`src/rtl/parser_pkg.sv`:
```
// Shared parser/deparser types: the type-lookup rule layout and its config-bus constants.
// No logic, so no latency.
// No handshakes here; the rule sequencer owns flow control.
package parser_pkg;

  localparam int RULE_NUM    = 6;
  localparam int CFG_DW      = 32;
  localparam int CFG_WORD_AW = 4;

  // One type-lookup rule. The valid flag is the MSB so a commit can override it cheaply.
  typedef struct packed {
    logic        typeRule_valid;
    logic [15:0] typeRule_keyValue;
    logic [15:0] typeRule_keyMask;
    logic [7:0]  typeRule_headType;
    logic [7:0]  typeRule_headLen;
    logic [7:0]  typeRule_nextState;
    logic [12:0] typeRule_offset;
  } type_rule_t;

  localparam int TYPE_RULE_BITS  = $bits(type_rule_t);
  localparam int RULE_WORDS      = (TYPE_RULE_BITS + CFG_DW - 1) / CFG_DW;
  localparam int CFG_WORD_COMMIT = (1 << CFG_WORD_AW) - 1;
  localparam int CFG_WORD_CLEAR  = (1 << CFG_WORD_AW) - 2;

  typedef enum logic [1:0] {
    IDLE,
    COMMIT,
    CLEAR
  } cfg_state_e;

endpackage

```
`src/rtl/type_rule_cfg.sv`:
```
// Assembles host config words into a shadow rule; commits it to one slot or clears all slots.
// Shadow load 1 cycle; commit pulses wren the cycle after accept; clear-all spans RULE_NUM cycles.
// o_cfg_ready drops for the whole commit/clear sequence; a pending write is held, never dropped.
module type_rule_cfg
  import parser_pkg::*;
#(
  parameter int RULE_NUM = parser_pkg::RULE_NUM,
  parameter int RULE_AW  = (RULE_NUM > 1) ? $clog2(RULE_NUM) : 1,
  parameter int WORD_AW  = parser_pkg::CFG_WORD_AW,
  parameter int CFG_DW   = parser_pkg::CFG_DW
) (
  input  logic                       i_clk,
  input  logic                       i_rst_n,
  input  logic                       i_cfg_valid,
  output logic                       o_cfg_ready,
  input  logic [RULE_AW+WORD_AW-1:0] i_cfg_addr,
  input  logic [CFG_DW-1:0]          i_cfg_data,
  output logic [RULE_NUM-1:0]        o_rule_wren,
  output type_rule_t                 o_type_rule,
  output logic                       o_busy,
  output logic                       o_err
);

  localparam int N_WORDS = (TYPE_RULE_BITS + CFG_DW - 1) / CFG_DW;

  localparam logic [WORD_AW:0]   WORDS_W     = (WORD_AW+1)'(N_WORDS);
  localparam logic [RULE_AW:0]   RULE_NUM_W  = (RULE_AW+1)'(RULE_NUM);
  localparam logic [WORD_AW-1:0] WORD_COMMIT = WORD_AW'((1 << WORD_AW) - 1);
  localparam logic [WORD_AW-1:0] WORD_CLEAR  = WORD_AW'((1 << WORD_AW) - 2);
  localparam logic [RULE_AW-1:0] CLR_LAST    = RULE_AW'(RULE_NUM - 1);

  function automatic logic [RULE_NUM-1:0] onehot(input logic [RULE_AW-1:0] idx);
    logic [RULE_NUM-1:0] v;
    v = '0;
    for (int i = 0; i < RULE_NUM; i++) begin
      if (idx == RULE_AW'(i)) v[i] = 1'b1;
    end
    return v;
  endfunction

  cfg_state_e                state_q, state_nxt;
  logic [TYPE_RULE_BITS-1:0] shadow_q, shadow_nxt;
  logic [RULE_AW-1:0]        rule_q;
  logic [RULE_AW-1:0]        clr_cnt_q;
  type_rule_t                commit_rule;

  logic [WORD_AW-1:0] word_idx;
  logic [RULE_AW-1:0] rule_idx;
  logic               cfg_ready;
  logic [RULE_NUM-1:0] rule_wren;
  logic               load_word, do_commit, do_clear, bad_wr;

  assign word_idx    = i_cfg_addr[WORD_AW-1:0];
  assign rule_idx    = i_cfg_addr[RULE_AW+WORD_AW-1:WORD_AW];
  assign o_cfg_ready = cfg_ready;
  assign o_rule_wren = rule_wren;

  // Merge the incoming word into the shadow; bits past the rule width are dropped.
  always_comb begin
    shadow_nxt = shadow_q;
    for (int b = 0; b < TYPE_RULE_BITS; b++) begin
      if (int'(word_idx) == b / CFG_DW) shadow_nxt[b] = i_cfg_data[b % CFG_DW];
    end
  end

  // Rule presented on commit: the shadow with its valid flag taken from the command data.
  always_comb begin
    commit_rule                = type_rule_t'(shadow_q);
    commit_rule.typeRule_valid = i_cfg_data[0];
  end

  // Next-state and handshake/enable decode.
  always_comb begin
    state_nxt = state_q;
    cfg_ready = 1'b0;
    rule_wren = '0;
    load_word = 1'b0;
    do_commit = 1'b0;
    do_clear  = 1'b0;
    bad_wr    = 1'b0;
    case (state_q)
      IDLE: begin
        cfg_ready = 1'b1;
        if (i_cfg_valid) begin
          if ({1'b0, word_idx} < WORDS_W) begin
            load_word = 1'b1;
          end else if (word_idx == WORD_COMMIT && {1'b0, rule_idx} < RULE_NUM_W) begin
            do_commit = 1'b1;
            state_nxt = COMMIT;
          end else if (word_idx == WORD_CLEAR) begin
            do_clear  = 1'b1;
            state_nxt = CLEAR;
          end else begin
            bad_wr = 1'b1;
          end
        end
      end
      COMMIT: begin
        rule_wren = onehot(rule_q);
        state_nxt = IDLE;
      end
      CLEAR: begin
        rule_wren = onehot(clr_cnt_q);
        if (clr_cnt_q == CLR_LAST) state_nxt = IDLE;
      end
      default: state_nxt = IDLE;
    endcase
  end

  // State, shadow, presented rule and status registers.
  always_ff @(posedge i_clk or negedge i_rst_n) begin
    if (!i_rst_n) begin
      state_q     <= IDLE;
      shadow_q    <= '0;
      rule_q      <= '0;
      clr_cnt_q   <= '0;
      o_type_rule <= '0;
      o_busy      <= 1'b0;
      o_err       <= 1'b0;
    end else begin
      state_q <= state_nxt;
      o_busy  <= (state_nxt != IDLE);
      o_err   <= bad_wr;
      if (load_word) shadow_q <= shadow_nxt;
      if (do_commit) begin
        rule_q      <= rule_idx;
        o_type_rule <= commit_rule;
      end
      if (do_clear) begin
        o_type_rule <= '0;
        clr_cnt_q   <= '0;
      end else if (state_q == CLEAR) begin
        clr_cnt_q <= clr_cnt_q + 1'b1;
      end
    end
  end

endmodule

```
`config.mk`:
```
export PLATFORM = sky130hd
export DESIGN_NAME = type_rule_cfg
export DESIGN_NICKNAME = d
export VERILOG_FILES = /design/src/rtl/parser_pkg.sv /design/src/rtl/type_rule_cfg.sv
export SDC_FILE = /design/constraint.sdc
export NUM_CORES = 1
export LEC_CHECK = 0
export BUFFER_PORTS_ARGS = -buffer_cell sky130_fd_sc_hd__clkbuf_2
export CAP_MARGIN = 20
export CORE_ASPECT_RATIO = 2
export CORE_MARGIN = 1
export CORE_UTILIZATION = 49
export CTS_CLUSTER_DIAMETER = 120
export DETAILED_ROUTE_END_ITERATION = 6
export HOLD_SLACK_MARGIN = 0.03
export PLACE_DENSITY = 0.72
export SETUP_SLACK_MARGIN = 0.2
export SYNTH_ARGS = -nofsm -noshare
export SYNTH_HDL_FRONTEND = slang
export SYNTH_SLANG_ARGS = --single-unit
```
`constraint.sdc`:
```
create_clock -name i_clk -period 1.92 [get_ports i_clk]
set_input_delay 0.288 -clock i_clk [delete_from_list [all_inputs] [get_ports i_clk]]
set_output_delay 0.288 -clock i_clk [all_outputs]
set_load 0.01 [all_outputs]
```
==> impl_metrics.ini <==
[flow_run]
cap_violations = 0

[logic_synthesis]
syn_nets = 427
synth_seq_area_share = 0.652
synth-simple-area-share = 0.0350
synth_top_area_frac = 0.652
ys_ff_latch = 149
synthCells = 379
syn_area_per_cell_um2 = 15.1
post_synth_xor_area_fraction = 0.00306
synthArstFlopShare = 1.00
synth_cell_types = 38
synth_ff_type = dfrtp_1
muxShareOfSynthArea = 0.150
synth-edff-count = 0
synth_top_family_by_area = multiplexers
synth_top_area_cell = dfrtp_1
syn_area_um2 = 5720
yosys-top-cells-area = dfrtp_1, mux2_2, a22o_1, ha_1, mux2_4
synth_warnings = 0
synth_compound_area_frac = 0.121
yosys.area_share.adder = 0.0131

[sta]
slew_violations = 0
tightest_slew_ns = 0.450
relSlewSlack = 0.700
setup_viol = 63
fin_crit_sh = 1.07
rsz0062_at_grt = true
hold_viol = 0
worst_clock_skew_ns = 0.00928
fin_tns_setup_ns = -4.44
period_minus_slack_ns = 2.05
timing.final.ws_setup_ns = -0.125
clock.fmax_ghz = 0.489

[cts]
cts.sinks = 149
cts_made_buffers = 17
cts-root-buf = clkbuf_16
insertion_delay_ns = 0.42
path_clk_slew_ns = 0.06
clockBufferDepth = 2
tritoncts = built
h-tree-depth = 4

[worst_setup_path]
critical_path_class = flop to flop
cp_cell_sequence = inv_2, buf_6, ha_4, buf_4, buf_6, buf_6, nor3b_4, a211o_1, or3b_1
worst_setup_path_start_kind = flop
r2r_slack_ns = -0.13
cpMaxStageDelayCell = dfrtp_2
cp-end-kind = flop
crit_arrival_ns = 2.34
path_buf_inv = 5
critical-path-top-delay-family = buffers and inverters
required_ns = 2.21
slowest_delay_ns = 0.41
crit_path_frequent_cell = buf_6
cp_max_fo = 5

[floorplanning]
die_h_um = 155
start_util = 0.504
rows = 55
die_w_um = 78.4
dieArea_um2 = 12100
io_pins = 121
coreArea_um2 = 11400

[placed_design]
pre_cts_ws_ns = 0.00810
place_area_um2 = 6580
dp_hpwl_um = 8400
gp_congestion = 0.734
port_buffers = 120

[power_and_ir_drop]
power_frac_seq = 0.427
ir_drop_v = 0.000925
power.total_mw = 11.9
power_density_nw_per_um2 = 1430
clkPwrFrac = 0.286
power_leakage_nw = 4.23
p_sw_frac = 0.296
power_frac_comb = 0.287
p_int_mw = 8.38
p_sw_mw = 3.53

[grt]
antenna_found_initial = 0
track_usage = 0.262
grt_max_degree = 71
grt_pass1_vias = 4235
grt-ovfl-total = 0
grt_pass1_wl_um = 23500

[final_layout]
final_cell_area_um2 = 8330
syn_to_final_growth_pct = 45.6
final_util = 0.734
diodes = 0
nets = 601
drive_above_1_share = 0.549

[status]
violations = setup timing
status = complete, but fails checks

[min_path]
worst_hold_path_type = primary input to flop

[drt]
drc = 0
wl_per_cell_um = 24.2
detail-route-antenna-nets = 0
drtIter0Drc = 218
wl_um = 17100
viasPerCell = 5.83
dr.pass1.iters = 4
vias = 4119
## cell usage in the layout, fill, tap and decap left out, types with 4 or more instances in the layout
cell       instances
nand2_1            5
clkbuf_16         24
a22o_1            71
buf_6             13
buf_16             8
buf_2              6
buf_4             15
mux2_4            60
mux2_2            13
buf_12            13
clkbuf_2         112
nor2_1             5
dfrtp_1          147
buf_8              4
## kinds of logic after synthesis
| kind of cell | after synthesis |
|---|---|
| compound gates | 81 |
| buf+inv | 29 |
| flops | 149 |
| simple gates | 37 |
| fa+ha+maj | 6 |
| xor+xnor | 2 |
| mux | 75 |
## repair_timing
item,in CTS,in global routing
hold endpoints to repair,45,0
gates resized for setup,98,35
cloned,8,12
buffers inserted,17,6
endpoints found under the setup margin,146,151
hold buffers,1,0
pin swaps,19,51
## final cells by class
type	instances	area, um2
repair buffers	179	1580
clock inverters	12	154
inverters	4	15.0
fillers	711	3020
well taps	142	178
clock buffers	19	443
flip-flops and latches	149	3730
multi-input cells	202	2240
## cells in the mapped netlist, types with 2 or more instances
master and instances:
mux2_4 5, mux2i_1 2, a21boi_0 2, nor2b_1 2
clkbuf_1 8, nor2_1 7, o21a_1 2, nor3_1 2
nand3_1 4, inv_1 4, nand2_1 9, dfrtp_1 149
a22o_1 71, mux2_2 67, buf_6 3, o21ai_0 2
and3_1 2, buf_2 12, ha_1 6, nand2b_1 2
## flip-flops by register name (all words and copies together) (netlist names)
signal,count
o_type_rule,70
shadow_q,69
clr_cnt_q,3
rule_q,3
state_q,2
o_busy,1
o_err,1
## layer usage
metal / vias to the layer above / global-route usage / share of wire
met5: - / 0 / 0
met3: 39 / 0.0566 / 0.046
met2: 164 / 0.436 / 0.54
li1: 1752 / - / -
met4: 0 / 0.127 / 0.035
met1: 2164 / 0.321 / 0.38
## final timing paths
check,endpoint,cells past startpoint,startpoint
worst max-delay path,o_busy,9,state_q[1]
worst min-delay path,rule_q[0],2,i_cfg_addr[4]
worst max register to register,o_busy,9,state_q[1]
worst min register to register,o_type_rule[56],1,o_type_rule[56]
max in group asynchronous,state_q[1],3,i_rst_n
min in group asynchronous,o_type_rule[43],2,i_rst_n
## through the flow
stage,hold slack (ns),instances
floorplan,-0.00759,379
global placement,0.249,632
detailed placement,0.251,632
CTS,0.108,689
global route,0.110,707
finish,0.114,707
## power groups by stage
stage | sequential, mW | combinational, mW | clock, mW
floorplan | 4.95 | 1.45 | 0
global placement | 4.92 | 2.38 | 0
detailed placement | 4.97 | 2.47 | 0
CTS | 4.97 | 3.12 | 3.40
global route | 5.16 | 3.66 | 3.57
finish | 5.08 | 3.42 | 3.41
(Power assumes the default switching activity.)
